<file path="src/rtl/food_spawner_pkg.sv">
// Shared playfield geometry for the snake game: 10-pixel grid, 64x48 cells,
// box rows offset by one cell so the top row stays free for the score bar.
package food_spawner_pkg;

   localparam int GRID    = 10;
   localparam int X_MAX   = 630;
   localparam int Y_MIN   = 10;
   localparam int Y_MAX   = 480;
   localparam int X_W     = 10;
   localparam int Y_W     = 9;
   localparam int X_CELLS = 64;
   localparam int Y_CELLS = 48;

   // Cell index to pixel coordinate; shift-add keeps this a couple of adders.
   function automatic logic [X_W-1:0] times_grid(input logic [6:0] i);
      logic [X_W-1:0] w;
      w = {3'b000, i};
      return (w << 3) + (w << 1);
   endfunction

endpackage

</file>
<file path="src/rtl/food_spawner_lfsr16.sv">
// Free-running 16-bit Fibonacci LFSR (taps 16,14,13,11), stepping every cycle.
module lfsr16 #(
   parameter logic [15:0] SEED = 16'hACE1
) (
   input  logic        clk,
   input  logic        rst_n,
   output logic [15:0] q
);

   logic [15:0] q_q;
   logic        fb_d;

   assign fb_d = q_q[15] ^ q_q[13] ^ q_q[12] ^ q_q[10];
   assign q    = q_q;

   always_ff @(posedge clk or negedge rst_n) begin
      if (!rst_n) begin
         q_q <= SEED;
      end else begin
         q_q <= {q_q[14:0], fb_d};
      end
   end

endmodule

</file>
<file path="src/rtl/food_spawner.sv">
// Places a new food box on a random grid cell each time the snake eats the
// current one, and flags pixels inside the box for the VGA colour mux.
module food_spawner
   import food_spawner_pkg::*;
#(
   parameter logic [15:0]    SEED      = 16'hACE1,
   parameter logic [X_W-1:0] INIT_X    = 10'd200,
   parameter logic [Y_W-1:0] INIT_Y    = 9'd200,
   parameter int unsigned    MAX_TRIES = 8
) (
   input  logic           clk,
   input  logic           rst_n,
   input  logic           create_new_box,
   input  logic [X_W-1:0] x_pos,
   input  logic [Y_W-1:0] y_pos,
   output logic [X_W-1:0] box_x,
   output logic [Y_W-1:0] box_y,
   output logic           box_valid,
   output logic           box_busy,
   output logic           box_vga
);

   typedef enum logic {IDLE, DRAW} state_t;

   localparam int          TW      = $clog2(MAX_TRIES + 2);
   localparam logic [TW-1:0] MAX_T = TW'(MAX_TRIES);
   localparam logic [5:0]  INIT_XI = 6'(int'(INIT_X) / GRID);

   if (SEED == 16'h0000) begin : g_seed_chk
      $error("food_spawner: SEED must be nonzero");
   end
   if ((int'(INIT_X) % GRID) != 0 || int'(INIT_X) > X_MAX) begin : g_init_x_chk
      $error("food_spawner: INIT_X must be a multiple of 10 in 0..630");
   end
   if ((int'(INIT_Y) % GRID) != 0 || int'(INIT_Y) < Y_MIN || int'(INIT_Y) > Y_MAX) begin : g_init_y_chk
      $error("food_spawner: INIT_Y must be a multiple of 10 in 10..480");
   end

   logic [15:0]    lfsr;
   logic           unused_lfsr_bits;
   state_t         state_q;
   logic           req_q;
   logic [TW-1:0]  tries_q;
   logic [X_W-1:0] box_x_q;
   logic [Y_W-1:0] box_y_q;
   logic [5:0]     box_xi_q;
   logic           box_valid_q;
   logic           box_busy_q;

   logic           rise_d;
   logic [5:0]     xi_d;
   logic [5:0]     yi_d;
   logic [X_W-1:0] cand_x_d;
   logic [X_W-1:0] cand_y10_d;
   logic [Y_W-1:0] cand_y_d;
   logic           reject_d;
   logic           accept_d;
   logic [5:0]     fall_xi_d;
   logic [X_W-1:0] fall_x_d;
   logic [X_W-1:0] box_x_end_d;
   logic [Y_W-1:0] box_y_end_d;

   lfsr16 #(.SEED(SEED)) u_lfsr (
      .clk   (clk),
      .rst_n (rst_n),
      .q     (lfsr)
   );

   assign unused_lfsr_bits = ^lfsr[15:12];

   assign rise_d     = create_new_box & ~req_q;
   assign xi_d       = lfsr[5:0];
   assign yi_d       = lfsr[11:6];
   assign cand_x_d   = times_grid({1'b0, xi_d});
   assign cand_y10_d = times_grid({1'b0, yi_d} + 7'd1);
   assign cand_y_d   = cand_y10_d[Y_W-1:0];
   // Rows 48..63 fall off the playfield; redrawing the current spot would look like no move.
   assign reject_d   = (yi_d >= 6'(Y_CELLS)) || (cand_x_d == box_x_q && cand_y_d == box_y_q);
   assign accept_d   = (MAX_TRIES != 0) && !reject_d;
   assign fall_xi_d  = box_xi_q + 6'd1;
   assign fall_x_d   = times_grid({1'b0, fall_xi_d});

   always_ff @(posedge clk or negedge rst_n) begin
      if (!rst_n) begin
         state_q     <= IDLE;
         req_q       <= 1'b0;
         tries_q     <= '0;
         box_x_q     <= INIT_X;
         box_y_q     <= INIT_Y;
         box_xi_q    <= INIT_XI;
         box_valid_q <= 1'b0;
         box_busy_q  <= 1'b0;
      end else begin
         req_q       <= create_new_box;
         box_valid_q <= 1'b0;
         case (state_q)
            IDLE: begin
               if (rise_d) begin
                  state_q    <= DRAW;
                  box_busy_q <= 1'b1;
                  tries_q    <= '0;
               end
            end
            DRAW: begin
               if (accept_d) begin
                  box_x_q     <= cand_x_d;
                  box_y_q     <= cand_y_d;
                  box_xi_q    <= xi_d;
                  box_valid_q <= 1'b1;
                  box_busy_q  <= 1'b0;
                  state_q     <= IDLE;
               end else if (tries_q == MAX_T) begin
                  // Out of retries: step one column right, which always differs from the old spot.
                  box_x_q     <= fall_x_d;
                  box_xi_q    <= fall_xi_d;
                  box_valid_q <= 1'b1;
                  box_busy_q  <= 1'b0;
                  state_q     <= IDLE;
               end else begin
                  tries_q <= tries_q + TW'(1);
               end
            end
            default: begin
               state_q    <= IDLE;
               box_busy_q <= 1'b0;
            end
         endcase
      end
   end

   assign box_x     = box_x_q;
   assign box_y     = box_y_q;
   assign box_valid = box_valid_q;
   assign box_busy  = box_busy_q;

   assign box_x_end_d = box_x_q + 10'(GRID);
   assign box_y_end_d = box_y_q + 9'(GRID);
   assign box_vga = (x_pos > box_x_q) && (x_pos < box_x_end_d) &&
                    (y_pos > box_y_q) && (y_pos < box_y_end_d);

endmodule

</file>
<file path="config.mk">
export PLATFORM = sky130hd
export DESIGN_NAME = food_spawner
export DESIGN_NICKNAME = d
export VERILOG_FILES = /design/src/rtl/food_spawner_pkg.sv /design/src/rtl/food_spawner_lfsr16.sv /design/src/rtl/food_spawner.sv
export SDC_FILE = /design/constraint.sdc
export NUM_CORES = 1
export LEC_CHECK = 0
export BUFFER_PORTS_ARGS = -buffer_cell sky130_fd_sc_hd__clkbuf_2
export CAP_MARGIN = 20
export CORE_MARGIN = 4
export CORE_UTILIZATION = 43
export CTS_CLUSTER_DIAMETER = 50
export CTS_CLUSTER_SIZE = 8
export DETAILED_ROUTE_END_ITERATION = 6
export PLACE_DENSITY = 0.63
export SETUP_SLACK_MARGIN = 0.3
export SLEW_MARGIN = 20
export SYNTH_ARGS = -nofsm -noshare
export SYNTH_HDL_FRONTEND = slang
export SYNTH_SLANG_ARGS = --single-unit
</file>
<file path="constraint.sdc">
create_clock -name clk -period 4.3 [get_ports clk]
set_clock_uncertainty 0.2 [all_clocks]
set_input_delay 0.215 -clock clk [delete_from_list [all_inputs] [get_ports clk]]
set_output_delay 0.215 -clock clk [all_outputs]
set_load 0.1 [all_outputs]
</file>
======== Yosys cells after proc, flatten, opt, wreduce, memory -nomap -nowiden ========
Cells that the tools add are included.
word-level totals
  bits in registers ....................... 49
  output and inout port bits .............. 22
  word-level logic and storage cells ...... 65
cells by class
  add/sub/neg operators ................... 8
  magnitude comparators ................... 5
  equal/unequal tests ..................... 8
  muxes and demuxes ....................... 19
  bitwise logic cells ..................... 7
  reductions and logical operators ........ 9
operators by type and width
  cell                                                   number
  adder 9 x 7 -> 10 bit                                  2
  two-way mux 10 bit                                     2
  two-way mux 4 bit                                      3
  two-way mux 6 bit                                      2
  adder 10 x 4 -> 10 bit, second input constant          1
  == test 10 bit                                         1
  > comparator 10 bit                                    1
  < comparator 10 bit                                    1
  adder 9 x 4 -> 9 bit, second input constant            1
  adder 9 x 8 -> 9 bit                                   1
  == test 9 bit                                          1
  > comparator 9 bit                                     1
  < comparator 9 bit                                     1
  two-way mux 1 bit                                      9
  one-hot mux 4 bit (2 select lines)                     1
  adder 6 x 1 -> 7 bit, second input constant            1
  adder 6 x 1 -> 6 bit, second input constant            1
  >= comparator 6 bit, second input constant             1
  AND reduction 2 bit                                    3
  adder 4 x 1 -> 4 bit, second input constant            1
  == test 4 bit, second input constant                   1
  logical AND 1 bit                                      4
  inequality test 2 x 1 -> 1 bit, second input constant  2
  inequality test 2 bit, second input constant           2
  7 further kinds                                        12

======== Depth between registers and ports, before layout ========
Gate-level depths: netlist (run 1).
  depth in word-level cells ............... 7
  mapped depth ............................ 15
  gate-level depth less buffers ........... 13

======== Cells and area by module ========
A second synthesis (run 1) with hierarchy kept.
unflattened totals
  cell total of the unflattened synthesis .. 395
  area, all modules ....................... 3789.9 sq um
modules (own cells, without submodules)
  module        times used  cells each  area an instance (sq um)  seq. area each (sq um)
  food_spawner  1           376         3353.2                    735.7
  lfsr16        1           19          436.7                     410.4

======== Worst setup path before layout (run 1) ========
OpenSTA, ideal clock, no wires.
  kind .................................... register -> output
  from .................................... register box_y_q[1] (netlist: box_y[1])
  to ...................................... output box_vga
  data arrival time ....................... 4852 ps
  required time ........................... 3885 ps
  path slack .............................. -967 ps
  cell stages (with the launch flop) ...... 12
  cell sequence ........................... dfrtp_1 > ha_1 > inv_1 > ha_1 > nor2b_1 > o21a_1 > o21a_1 > o21a_1 > o21a_1 > o211ai_1 > nand4_1 > a211oi_1
between the ends
  word-level cells in the longest chain between the ends .. 3
  elaborated cells on any way between the ends .. 5
  those cells by class .................... add/sub: 1; order compare: 2; reduce/logical: 2
RTL lines
  item                                                               RTL line                                  text
  start: declaration                                                 food_spawner.sv:45                        logic [Y_W-1:0] box_y_q;
  start signal: assignment                                           food_spawner.sv:107                       box_y_q <= cand_y_d;
  adder 9 x 4 -> 9 bit / > comparator 9 bit (equally long branches)  food_spawner.sv:137, food_spawner.sv:139
  < comparator 9 bit / logical AND 1 bit (equally long branches)     food_spawner.sv:139, food_spawner.sv:138
  logical AND 1 bit (*)                                              food_spawner.sv:139                       (y_pos > box_y_q) && (y_pos < box_y_end_d);
  end: declaration                                                   food_spawner.sv:20                        output logic box_vga
Every way passes the cells marked *; elsewhere a longest branch is shown, timed or not.

======== Worst setup path in the final report (run 1) ========
  from .................................... register u_lfsr.q_q[6] (netlist: u_lfsr.q[6])
  to ...................................... register box_xi_q[4]
between the ends
  word-level cells in the longest chain between the ends .. 7
  elaborated cells on any way between the ends .. 9
  those cells by class .................... add/sub: 2; order compare: 1; eq/ne: 2; mux: 1; reduce/logical: 3
RTL lines
  item                                      RTL line                   text
  start: declaration                        food_spawner_lfsr16.sv:10  logic [15:0] q_q;
  start signal: assignment                  food_spawner_lfsr16.sv:20  q_q <= {q_q[14:0], fb_d};
  adder 6 x 1 -> 7 bit                      food_spawner.sv:75         assign cand_y10_d = times_grid({1'b0, yi_d} + 7'd1);
  adder 9 x 8 -> 9 bit                      food_spawner_pkg.sv:18     return (w << 3) + (w << 1);
  == test 9 bit                             food_spawner.sv:78         assign reject_d = (yi_d >= 6'(Y_CELLS)) || (cand_x_d == box_x_q && cand_y_d == box_y_q);
  logical AND 1 bit                         food_spawner.sv:78
  logical OR 1 bit (*)                      food_spawner.sv:78
  inequality test 2 x 1 -> 1 bit (no line)  n/a
  AND reduction 2 bit (no line)             n/a
  end signal: assignment                    food_spawner.sv:108        box_xi_q <= xi_d;
  end signal: assignment                    food_spawner.sv:115        box_xi_q <= fall_xi_d;
  end: declaration                          food_spawner.sv:46         logic [5:0] box_xi_q;
Marks and branches as above.
A chain may end at the register's enable or synchronous reset.

==> results.sh, run 1 <==
export IMPL_cts_inserted_buffers=5
export IMPL_die_area_um2=10400
export IMPL_die_y_um=102
export IMPL_die_x_um=102
export IMPL_io_buffer_count=41
export IMPL_setup_viol=0
export IMPL_drive_gt1_share_pct=25.9
export IMPL_drt_wl_total_um=9060
export IMPL_h_tree_depth=2
export IMPL_synth_async_reset_ratio_pct=100
export IMPL_yosysMostFrequentCell="ha_1"
export IMPL_core_area_um2=8380
export IMPL_timing_final_crit_share_pct=92.8
export IMPL_hold_viol=0
export IMPL_area_sequential_um2=1150
export IMPL_synth_seq_cells=45
export IMPL_initial_core_util_pct=45.1
export IMPL_multi_input_comb_area_um2=2540
export IMPL_place_congestion=0.884
export IMPL_outcome="complete, no violations"
export IMPL_setup_tns_ns=0
export IMPL_crit_path_max_fanout=5
export IMPL_period_needed_ns=3.99
export IMPL_root_buffer="clkbuf_8"
export IMPL_required_ns=4.33
export IMPL_via_per_inst=5.54
export IMPL_start_kind="flip-flop"
export IMPL_fin_nets=513
export IMPL_synth_edf_count=0
export IMPL_dp_hpwl_um=6790
export IMPL_drv_slew=0
export IMPL_grt_pass1_wl_um=15300
export IMPL_clk_path_buf_depth=2
export IMPL_wire_per_inst_um=16.7
export IMPL_drt_iter0_drc=154
export IMPL_synth_ff_type="dfrtp_1"
export IMPL_yosys_area_top_type="dfrtp_1"
export IMPL_clk_pin_slew_ns=0.08
export IMPL_fillCellCount=772
export IMPL_clk_latency_ns=0.30
export IMPL_reg2reg_setup_slack_ns=0.31
export IMPL_power_density_nw_per_um2=340
export IMPL_rsz0062_at_grt="yes"
export IMPL_antenna_found_initial=0
export IMPL_first_pass_iters=4
export IMPL_critPathKind="flip-flop to flip-flop"
export IMPL_fin_util_pct=52.9
export IMPL_ys_types=55
export IMPL_maxCapViolCount=0
export IMPL_leakagePower_nw=2.05
export IMPL_arrival_ns=4.02
export IMPL_final_antenna_net_count=0
export IMPL_synth_seq_area_share_pct=30.3
export IMPL_ios=44
export IMPL_syn2layout_area_growth_pct=17.2
export IMPL_synthTopCellsByCount="ha_1, inv_1, xnor2_1"
export IMPL_vias=3003
export IMPL_ys_warn_count=0
export IMPL_worstSetupEndpointType="flip-flop"
export IMPL_ys_top_cells_by_area="dfrtp_1, ha_1, dfstp_2"
export IMPL_num_rows=33
export IMPL_n_antenna_cell=0
export IMPL_postSynthAreaPerCell_um2=9.98
export IMPL_grt_overflow=0
export IMPL_relSlewSlack_pct=47.7
export IMPL_cts_tree="yes"
export IMPL_ir_worst_vdd_mv=0.159
export IMPL_fmax_ghz=0.250
export IMPL_synth_top_area_share_pct=19.2
export IMPL_drc=0
export IMPL_cts_sinks=45
export IMPL_synth_area_um2=3780
export IMPL_grt_total_usage_pct=18.8
export IMPL_grt_max_degree=46
export IMPL_grt_pass1_vias=3105
export IMPL_synth_cells=379
export IMPL_worstMarginPinSlew_ns=0.764
export IMPL_min_path_type="flip-flop to flip-flop"
-- metrics by stage --
step	hold WS, ns	total power, W	cells	setup WS (ns)	instance area (um2)
6_report	0.153	0.00150	542	0.308	4430
5_1_grt	0.186	0.00161	542	0.115	4430
4_1_cts	0.158	0.00150	538	0.309	4330
3_5_place_dp	0.139	0.00122	516	0.113	4070
3_3_place_gp	0.135	0.00121	516	0.228	4070
2_1_floorplan	-0.281	0.00106	380	0.350	3800
-- flip-flops by register name (all words and copies together) (netlist names) --
register   flops
tries_q        4
state_q        1
box_busy       1
box_xi_q       6
req_q          1
box_y          8
box_x          7
box_valid      1
u_lfsr.q      16
-- repair_timing --
item | CTS | global route
buffers inserted | 11 | 4
endpoints found under the hold margin | 30 | 0
gates resized for setup | 15 | 23
cloned | 1 | 0
hold buffers | 2 | 0
setup endpoints to repair | 24 | 27
pin swaps | 9 | 13
-- layout by cell type, fill, tap and decap left out, types with 6 or more instances in the layout --
cell type | netlist | final
nand4_1 | 12 | 12
nor2_1 | 8 | 7
nand2b_1 | 6 | 6
nor2b_1 | 8 | 8
clkbuf_2 | 0 | 39
buf_6 | 2 | 7
nand2_1 | 16 | 16
buf_4 | 4 | 13
nand3_1 | 13 | 11
xnor2_1 | 31 | 30
dfstp_2 | 16 | 16
dfrtp_1 | 29 | 29
inv_1 | 33 | 32
xor2_1 | 17 | 16
o21ai_0 | 11 | 10
mux2i_1 | 10 | 10
o21a_1 | 12 | 12
a21oi_1 | 13 | 12
ha_1 | 52 | 49
-- per-layer routing --
layer | GRT usage (%) | wire [um] | up-vias
li1 | - | - | 1478
met1 | 25.3 | 4150 | 1450
met2 | 31.3 | 4330 | 65
met3 | 2.75 | 433 | 10
met4 | 6.03 | 153 | 0
met5 | 0 | 0 | -
-- worst max-delay path: stages (launching register included) --
cell and delay, ns:
dfstp_2 0.58, ha_4 0.16, xor2_2 0.16, ha_2 0.21, inv_2 0.04, fa_1 0.53
xor2_1 0.17, nand4_1 0.10, or4_4 0.53, a211oi_4 0.27, a32oi_2 0.16, o31a_1 0.39
or2_2 0.30, o221a_2 0.12
-- where the power goes --
group | switching (W) | total [W] | internal, W | leakage [nW]
Combinational | 0.000453 | 0.000725 | 0.000272 | 1.47
Sequential | 0.0000635 | 0.000527 | 0.000463 | 0.545
Clock | 0.000137 | 0.000253 | 0.000116 | 0.0395
-- final cells by class --
| type | instances | area share [%] |
|---|---|---|
| clock buffers | 8 | 1.81 |
| inverters | 33 | 2.80 |
| multi-input cells | 288 | 57.2 |
| flip-flops and latches | 45 | 25.9 |
| well taps | 105 | 2.96 |
| repair buffers | 63 | 9.34 |
-- kinds of logic after synthesis --
logic type	synth area share (%)
simple gates	12.0
compound gates	16.5
fa+ha+maj	18.8
xor+xnor	12.9
buf+inv	6.12
flops	30.3
mux	3.24
other cells	0.0991
-- path summary, 6_finish.rpt --
kind,from,end,cells past startpoint
setup / recovery,u_lfsr.q[6],box_xi_q[4],13
hold / removal,u_lfsr.q[14],u_lfsr.q[15],0
setup reg to reg,u_lfsr.q[6],box_xi_q[4],13
hold reg to reg,u_lfsr.q[14],u_lfsr.q[15],0
max in group asynchronous,rst_n,box_xi_q[4],2
min in group asynchronous,rst_n,req_q,2
Power figures use the tool's default switching activity.
==> run 2: changes to the inputs <==
--- a/config.mk
+++ b/config.mk
@@ -7,12 +7,14 @@
 export LEC_CHECK = 0
 export BUFFER_PORTS_ARGS = -buffer_cell sky130_fd_sc_hd__clkbuf_2
 export CAP_MARGIN = 20
+export CELL_PAD_IN_SITES_DETAIL_PLACEMENT = 1
+export CELL_PAD_IN_SITES_GLOBAL_PLACEMENT = 1
 export CORE_MARGIN = 4
 export CORE_UTILIZATION = 43
 export CTS_CLUSTER_DIAMETER = 50
 export CTS_CLUSTER_SIZE = 8
 export DETAILED_ROUTE_END_ITERATION = 6
-export PLACE_DENSITY = 0.63
+export PLACE_DENSITY = 0.77
 export SETUP_SLACK_MARGIN = 0.3
 export SLEW_MARGIN = 20
 export SYNTH_ARGS = -nofsm -noshare
==> run 2 against run 1 <==
Count of clock-buffer cells in the layout fell by 2; sequential power fell by 1%; fmax fell by 2.2%; power rose by 1.6%; global-route usage rose by 1.2 points; register-to-register slack got worse by 0.09 ns.
==> results.sh, run 2 (synthesis gave the netlist of run 1 again) <==
export IMPL_reg2reg_depth=13
export IMPL_drt_wl_total_um=10200
export IMPL_grtUsageMet2_pct=34.0
export IMPL_fin_util_pct=53.6
export IMPL_vias=3069
export IMPL_clk_latency_ns=0.30
export IMPL_fin_nets=513
export IMPL_grt_max_degree=46
export IMPL_grt_busiest_layer="met2"
export IMPL_place_congestion=0.850
export IMPL_syn2layout_area_growth_pct=18.8
export IMPL_final_common_cell="ha_1"
export IMPL_ios=44
export IMPL_clkPwrFrac_pct=18.2
export IMPL_largest_reg_flops=16
export IMPL_die_area_um2=10400
export IMPL_r2r_start="u_lfsr.q[6]"
export IMPL_combPwrFrac_pct=47.8
export IMPL_cts_sinks=45
export IMPL_crit_path_max_fanout=7
export IMPL_required_ns=4.29
export IMPL_multi_input_comb_area_um2=2580
export IMPL_fmax_ghz=0.245
export IMPL_n_antenna_cell=0
export IMPL_swShare_pct=43.4
export IMPL_clk_path_buf_depth=2
export IMPL_start_kind="flip-flop"
export IMPL_h_tree_depth=2
export IMPL_fillCellCount=934
export IMPL_core_area_um2=8380
export IMPL_dpl_cell_area_um2=4080
export IMPL_critPathKind="flip-flop to flip-flop"
export IMPL_ir_worst_vdd_mv=0.155
export IMPL_initial_core_util_pct=45.1
export IMPL_whs_path_depth=0
export IMPL_relSlewSlack_pct=41.5
export IMPL_grt_total_usage_pct=20.1
export IMPL_power_switching_w=0.000663
export IMPL_drc=0
export IMPL_hold_viol=0
export IMPL_met1_usage_pct=26.4
export IMPL_first_pass_iters=4
export IMPL_io_buffer_count=41
export IMPL_area_sequential_um2=1150
export IMPL_cts_tree="yes"
export IMPL_final_cell_mix="ha_1, clkbuf_2, inv_1, xnor2_1, dfrtp_1"
export IMPL_dp_hpwl_um=7720
export IMPL_timing_final_crit_share_pct=94.9
export IMPL_antenna_found_initial=0
export IMPL_root_buffer="clkbuf_8"
export IMPL_intPower_w=0.000866
export IMPL_grt_util_met3_pct=2.69
export IMPL_num_rows=33
export IMPL_clk_pin_slew_ns=0.09
export IMPL_reg2reg_setup_slack_ns=0.22
export IMPL_finalPower_w=0.00153
export IMPL_min_from="u_lfsr.q[14]"
export IMPL_seqPwrFrac_pct=34.0
export IMPL_die_x_um=102
export IMPL_arrival_ns=4.07
export IMPL_maxCapViolCount=0
export IMPL_grt_pass1_wl_um=16500
export IMPL_grt_overflow=0
export IMPL_worstMarginPinSlew_ns=0.874
export IMPL_setup_viol=0
export IMPL_period_needed_ns=4.08
export IMPL_drive_gt1_share_pct=27.7
export IMPL_r2r_end="box_x[5]"
export IMPL_via_per_inst=5.66
export IMPL_worstSetupEndpointType="flip-flop"
export IMPL_cts_inserted_buffers=5
export IMPL_die_y_um=102
export IMPL_setup_tns_ns=0
export IMPL_grt_pass1_vias=3301
export IMPL_worstHoldEndpoint="u_lfsr.q[15]"
export IMPL_final_antenna_net_count=0
export IMPL_final_cell_area_um2=4490
export IMPL_drt_iter0_drc=110
export IMPL_drv_slew=0
export IMPL_power_density_nw_per_um2=340
export IMPL_leakagePower_nw=2.08
export IMPL_wire_per_inst_um=18.7
export IMPL_min_path_type="flip-flop to flip-flop"
export IMPL_outcome="complete, no violations"
export IMPL_rsz0062_at_grt="yes"
[run 2: cell count changes in the layout (fill, tap and decap cells not counted), sizes merged]
cell / delta
clkbuf: -1
o31a: -1
clkinv: +2
[run 2: worst max-delay path, cell delays in order, from the launching register on]
cell      delay, ns
dfstp_2        0.59
ha_4           0.16
xor2_2         0.16
ha_2           0.23
inv_2          0.05
fa_1           0.55
xor2_1         0.17
nand4_1        0.13
or4_4          0.56
a211oi_4       0.23
a32oi_2        0.17
o31a_1         0.38
buf_6          0.18
o221a_1        0.24
[run 2: power by group through the flow]
stage | Combinational (W) | Clock [W] | Sequential [W]
floorplan | 0.000457 | 0 | 0.000600
global placement | 0.000671 | 0 | 0.000525
detailed placement | 0.000698 | 0 | 0.000525
CTS | 0.000711 | 0.000289 | 0.000518
global route | 0.000808 | 0.000304 | 0.000528
finish | 0.000731 | 0.000278 | 0.000520
[run 2: routing by layer]
layer  routed length [um]  part of all wire [%]
met3                  237                   2.3
met4                  291                   2.9
met1                 4630                    46
met2                 5000                    49
met5                    0                     0
[run 2: worst max-delay path by stage]
stage                     start     endpoint  depth (start not counted)
floorplan              box_y[1]      box_vga                         11
global placement    u_lfsr.q[6]     box_x[4]                         13
detailed placement  u_lfsr.q[6]  box_xi_q[3]                         13
CTS                 u_lfsr.q[6]  box_xi_q[1]                         13
global route        u_lfsr.q[7]  box_xi_q[3]                         13
finish              u_lfsr.q[6]     box_x[5]                         13
[run 2: through the flow]
| step | instances | hold slack, ns | setup WS (ns) |
|---|---|---|---|
| after detailed placement | 518 | 0.142 | 0.0612 |
| final | 542 | 0.164 | 0.217 |
| after floorplan | 380 | -0.281 | 0.350 |
| after global placement | 518 | 0.134 | 0.201 |
| after CTS | 537 | 0.163 | 0.307 |
| after global routing | 542 | 0.175 | 0.0545 |
[run 2: area by class of cell]
cell class / instances / share of cell area, %
clock buffers: 6 / 1.84
clock inverters: 2 / 0.306
inverters: 33 / 2.76
multi-input cells: 287 / 57.5
flip-flops and latches: 45 / 25.5
well taps: 105 / 2.92
repair buffers: 64 / 9.16
[run 2: repair_timing]
action	in CTS	in global routing
hold buffers	2	0
endpoints found under the hold margin	30	0
resized for setup	11	29
endpoints found under the setup margin	22	28
pin swaps	7	6
setup buffers	9	5
